--- src/rtl/pattern_buffer_bank.sv ---
// pattern_buffer_bank: a bank of NUM_BUFS pattern buffers, each DEPTH x WIDTH.
// Buffers are loaded through a framed serial daisy chain (sin/sout/ssel/saddr).
// The pattern engine reads them through a registered port (bufselect/bufp -> pat_out).
// Optional feature macro: PATBUF_PARITY_EN adds a stored even-parity bit per word
// and a par_err output that is registered alongside pat_out.
//
// Serial frame protocol:
//   A frame opens on the first ssel=1 cycle after an ssel=0 cycle, and saddr is captured then.
//   Data arrives MSB-first, one bit per ssel=1 cycle, and every WIDTH bits form one word.
//   The frame closes on the first ssel=0 cycle.
//   load_done pulses on the cycle after a clean close.
//   load_err and load_ovf describe the last frame and hold until the next frame opens.
module pattern_buffer_bank #(
    parameter int NUM_BUFS = 8,
    parameter int DEPTH    = 27,
    parameter int WIDTH    = 8,
    parameter int BUF_AW   = 3,
    parameter int PTR_W    = 5
) (
    input  logic              sclk,
    input  logic              reset,
    input  logic              sin,
    input  logic              ssel,
    input  logic [BUF_AW-1:0] saddr,
    output logic              sout,
    input  logic [BUF_AW-1:0] bufselect,
    input  logic [PTR_W-1:0]  bufp,
    output logic [WIDTH-1:0]  pat_out,
`ifdef PATBUF_PARITY_EN
    output logic              par_err,
`endif
    output logic              load_done,
    output logic              load_err,
    output logic              load_ovf
);

    localparam int CNT_W = (WIDTH > 2) ? $clog2(WIDTH) : 1;
`ifdef PATBUF_PARITY_EN
    localparam int MEM_W = WIDTH + 1;
`else
    localparam int MEM_W = WIDTH;
`endif

    typedef enum logic [1:0] {
        ST_IDLE  = 2'd0,
        ST_SHIFT = 2'd1,
        ST_ABORT = 2'd2
    } state_t;

    state_t              state;
    logic                ssel_d;
    logic [WIDTH-1:0]    shreg;
    logic [CNT_W-1:0]    bitcnt;
    logic [PTR_W-1:0]    wptr;
    logic [BUF_AW-1:0]   tgt;
    logic                wrote;

    logic [MEM_W-1:0]    mem [NUM_BUFS][DEPTH];

    logic                word_last;
    logic                wr_en;
    logic [WIDTH-1:0]    wr_word;
    logic [MEM_W-1:0]    rd_word;
    logic                rd_valid;
    logic                ptr_last;

    // The word completes on the cycle its final bit arrives, so that bit comes straight from sin.
    assign word_last = (bitcnt == CNT_W'(WIDTH - 1));
    assign wr_en     = (state == ST_SHIFT) && ssel && word_last;
    assign wr_word   = {shreg[WIDTH-2:0], sin};
    assign ptr_last  = (wptr == PTR_W'(DEPTH - 1));
    assign rd_word   = mem[bufselect][bufp];
    assign rd_valid  = (32'(bufselect) < NUM_BUFS) && (32'(bufp) < DEPTH);

    // Frame control, serial shifter, write pointer and load status flags.
    always_ff @(posedge sclk) begin
        if (reset) begin
            state     <= ST_IDLE;
            ssel_d    <= 1'b1;
            shreg     <= '0;
            bitcnt    <= '0;
            wptr      <= '0;
            tgt       <= '0;
            wrote     <= 1'b0;
            sout      <= 1'b0;
            load_done <= 1'b0;
            load_err  <= 1'b0;
            load_ovf  <= 1'b0;
        end else begin
            ssel_d    <= ssel;
            load_done <= 1'b0;
            if (ssel) begin
                shreg <= {shreg[WIDTH-2:0], sin};
                sout  <= shreg[WIDTH-1];
            end
            case (state)
                ST_IDLE: begin
                    // ssel held high straight out of reset is not a frame: ssel_d resets to 1.
                    if (ssel && !ssel_d) begin
                        tgt      <= saddr;
                        wptr     <= '0;
                        bitcnt   <= CNT_W'(1);
                        wrote    <= 1'b0;
                        load_ovf <= 1'b0;
                        if (32'(saddr) >= NUM_BUFS) begin
                            state    <= ST_ABORT;
                            load_err <= 1'b1;
                        end else begin
                            state    <= ST_SHIFT;
                            load_err <= 1'b0;
                        end
                    end
                end
                ST_SHIFT, ST_ABORT: begin
                    if (ssel) begin
                        if (word_last) begin
                            bitcnt <= '0;
                            wptr   <= ptr_last ? '0 : wptr + 1'b1;
                            if (ptr_last) load_ovf <= 1'b1;
                            if (state == ST_SHIFT) wrote <= 1'b1;
                        end else begin
                            bitcnt <= bitcnt + 1'b1;
                        end
                    end else begin
                        state <= ST_IDLE;
                        if (bitcnt != '0) begin
                            load_err <= 1'b1;
                        end else if (wrote && !load_err) begin
                            load_done <= 1'b1;
                        end
                    end
                end
                default: state <= ST_IDLE;
            endcase
        end
    end

    // Pattern memory write; its contents are deliberately left unreset.
    always_ff @(posedge sclk) begin
        if (wr_en) begin
`ifdef PATBUF_PARITY_EN
            mem[tgt][wptr] <= {^wr_word, wr_word};
`else
            mem[tgt][wptr] <= wr_word;
`endif
        end
    end

    // Registered read port; a same-cycle write to the same word returns the old data.
    always_ff @(posedge sclk) begin
        if (reset) begin
            pat_out <= '0;
`ifdef PATBUF_PARITY_EN
            par_err <= 1'b0;
`endif
        end else if (rd_valid) begin
            pat_out <= rd_word[WIDTH-1:0];
`ifdef PATBUF_PARITY_EN
            par_err <= rd_word[WIDTH] ^ (^rd_word[WIDTH-1:0]);
`endif
        end else begin
            pat_out <= '0;
`ifdef PATBUF_PARITY_EN
            par_err <= 1'b0;
`endif
        end
    end

endmodule

--- config.mk ---
export PLATFORM = sky130hd
export DESIGN_NAME = pattern_buffer_bank
export DESIGN_NICKNAME = d
export VERILOG_FILES = /design/src/rtl/pattern_buffer_bank.sv
export SDC_FILE = /design/constraint.sdc
export NUM_CORES = 2
export LEC_CHECK = 0
export BUFFER_PORTS_ARGS = -buffer_cell sky130_fd_sc_hd__clkbuf_2
export CAP_MARGIN = 15
export CORE_ASPECT_RATIO = 1.2
export CORE_MARGIN = 2
export CORE_UTILIZATION = 55
export CTS_CLUSTER_DIAMETER = 60
export DETAILED_ROUTE_END_ITERATION = 6
export HOLD_SLACK_MARGIN = 0.08
export PLACE_DENSITY_LB_ADDON = 0.3
export RECOVER_POWER = 100
export SYNTH_ARGS = -nofsm -noshare
export SYNTH_HDL_FRONTEND = slang
export SYNTH_SLANG_ARGS = --single-unit
export TNS_END_PERCENT = 20
--- constraint.sdc ---
create_clock -name sclk -period 11 [get_ports sclk]
set_input_delay 2.2 -clock sclk [delete_from_list [all_inputs] [get_ports sclk]]
set_output_delay 2.2 -clock sclk [all_outputs]
set_load 0.005 [all_outputs]
==> metrics.csv <==
metric,value,unit
fin area,0.07560,mm^2
Post-CTS Setup Inserts,0,
detailed-route via count,33550,
syn nets,3230,
VDD IR-drop max,0.0001654,V
most frequent cells in the layout,"edfxtp_1, mux4_2, nor2_1",
Max Cap Viol,22,
drt first pass iters,5,
CP required,11.47,ns
global-route wire length before repair,239.7,mm
Synth async-reset ratio,0,
# setup viols final,0,
Die Footprint,0.1277,mm^2
Crit path buffers/inverters,2,
crit path cell chain,clkbuf_1 > buf_4,
CP arrival,8.07,ns
Synth-to-Final Area Change,10.08,%
hold crit path type,flop to flop,
startpoint types,primary input,
TritonCTS buffer count,165,
Period minus WS final,7.607,ns
CORE AREA,0.1244,mm^2
Residual DRC,0,
Int Pwr,10.69,mW
largest net degree at the start of global routing,142,
Crit path max-delay family,buffers and inverters,
syn_area_per_cell,21.41,um^2
cts repair resizes,0,
routability cong.,0.8651,
Post-synth EDFFs,1728,
vias in the first global route,34150,
Detail Placement HPWL,95.46,mm
drt wl/cell,32.65,um
cell count after synthesis,3208,
Slew @ Worst Pin,6.775,ns
share of cells above drive strength 1,0.2289,
Comb pwr share,0.034,
post-synthesis register bit count,1762,
Sum Neg Setup Slack,0,ns
Max Fclk,131.5,MHz
top_reg_cell synth,edfxtp_1,
Die X,326.6,um
Die H,391.1,um
CP max FO,141,
GRT Residual Overflow,0,
unrepaired setup endpoints after global routing,no,
"Seq/Total Area, Yosys",0.7655,
Clock Skews,0.01837,ns
initial cell density of the core,0.5522,
failing checks,"max-capacitance violations, max-slew violations",
Tcrit/Tclk final,0.6915,
r2r setup slk,4.02,ns
I/O pin cnt,27,
power share of the clock group,0.421,
"slowest stage cell, crit path",clkbuf_1,
outcome,"complete, but fails checks",
Synth warnings,0,
Final Non-Filler Cells,5069,
Final Max Slew Viols,1670,
Worst Setup End Kind,flop,
mapped cell area,0.06868,mm^2
DRT iter0 DRCs,4375,
Net Sw Frac,0.2047,
clock sinks,1762,
antenna-violating nets left,0,
Longest Clk Path Bufs,3,
H-Tree Depth,4,
Post-DP Area,0.07029,mm^2
Pwr Density,177.8,mW/mm^2
PortBufs,26,
leakage,23.46,nW
count of unique library cells instantiated by Yosys,69,
Placed Cells,4755,
Root Driver,clkbuf_16,
sequential power share,0.545,
Final Hold Viols,0,
post-cts hold buffer count,0,
clk slew on worst S/H paths,0.06,ns
NetSw,2.752,mW
CTS tree,done,
routed wire length,165.5,mm
vias per cell,6.619,
total global-route track usage,0.2621,
slew margin rel.,-3.517,
initial antenna violation count,5,
WS Path Type,primary input to flop,
crit-path max cell delay,4.54,ns
Row Count,142,
worst skew pair latency,0.79,ns
nets,3290,
"commonest non-fill, non-tap cell in the layout",edfxtp_1,
state kept, by name, indices dropped and copies added, names as in the netlist, 3 cells and up:
name,count
mem,1728
bitcnt,3
pat_out,8
tgt,3
shreg,8
wptr,5
synthesized netlist by cell type (10+ instances only):
master / instances / area share
o21ai_0: 37 / 0.0027
buf_1: 11 / 0.00060
a21oi_1: 27 / 0.0020
mux2i_1: 97 / 0.014
dfxtp_1: 34 / 0.0099
o221ai_1: 10 / 0.0013
a22oi_1: 10 / 0.0011
buf_2: 54 / 0.0039
mux2_2: 19 / 0.0031
mux4_2: 459 / 0.15
nor3_1: 12 / 0.00087
nand2_1: 111 / 0.0061
a221oi_1: 10 / 0.0013
nor2_1: 279 / 0.015
buf_4: 20 / 0.0022
clkbuf_1: 71 / 0.0039
edfxtp_1: 1728 / 0.76
buf_6: 28 / 0.0046
o22ai_1: 23 / 0.0021
nor2b_1: 12 / 0.0011
power groups by stage:
stage | clock network (mW) | registers (mW) | logic, mW
6_report | 5.66 | 7.32 | 0.458
5_1_grt | 5.96 | 7.32 | 0.476
4_1_cts | 5.72 | 7.31 | 0.458
3_5_place_dp | 0 | 7.46 | 0.456
3_3_place_gp | 0 | 7.46 | 0.449
2_1_floorplan | 0 | 7.47 | 0.286
through the flow:
step                power (mW)  hold WS, ns  utilization  setup WS, ns
finish                   13.44       0.4778       0.6079         3.393
floorplan                7.754       0.4289            -         6.716
global placement         7.906       0.4524       0.5652         4.936
detailed placement       7.914       0.4615       0.5652         4.963
global route             13.75       0.5149       0.6078         2.942
CTS                      13.49       0.4766       0.6083         5.823
cell type report:
| cell class | count | area (um^2) |
|---|---|---|
| flip-flops and latches | 1762 | 52570 |
| fillers | 8534 | 48770 |
| multi-input cells | 1248 | 14980 |
| clock buffers | 204 | 4433 |
| inverters | 10 | 42.54 |
| well taps | 1656 | 2072 |
| diodes | 5 | 12.51 |
| clock inverters | 103 | 929.6 |
| repair buffers | 81 | 558.0 |
cell families (layout without fill, tap and decap cells):
family / count (synthesis) / in the layout / share of synthesized area
flip-flops: 1762 / 1762 / 0.7655
multiplexers: 575 / 575 / 0.1678
AND/OR/NAND/NOR: 466 / 466 / 0.02835
buffers and inverters: 198 / 398 / 0.01683
AO/OA/AOI/OAI: 196 / 196 / 0.01979
adder cells (fa/ha/maj): 7 / 7 / 0.001275
XOR/XNOR: 4 / 4 / 0.0005102
other: 0 / 5 / 0
routing by layer:
layer / GRT usage / share of wire
met5: 0 / 0
met4: 0.1234 / 0.050
met3: 0.04981 / 0.093
met2: 0.4255 / 0.50
met1: 0.3470 / 0.36
final timing paths:
check	start	end	depth (start not counted)
min reg2reg	wrote	load_done	2
max reg2reg	shreg[5]	mem[4][6]	2
max	sin	mem[4][8]	2
min	wrote	load_done	2
Note: power is estimated with default switching activity, not from simulation.
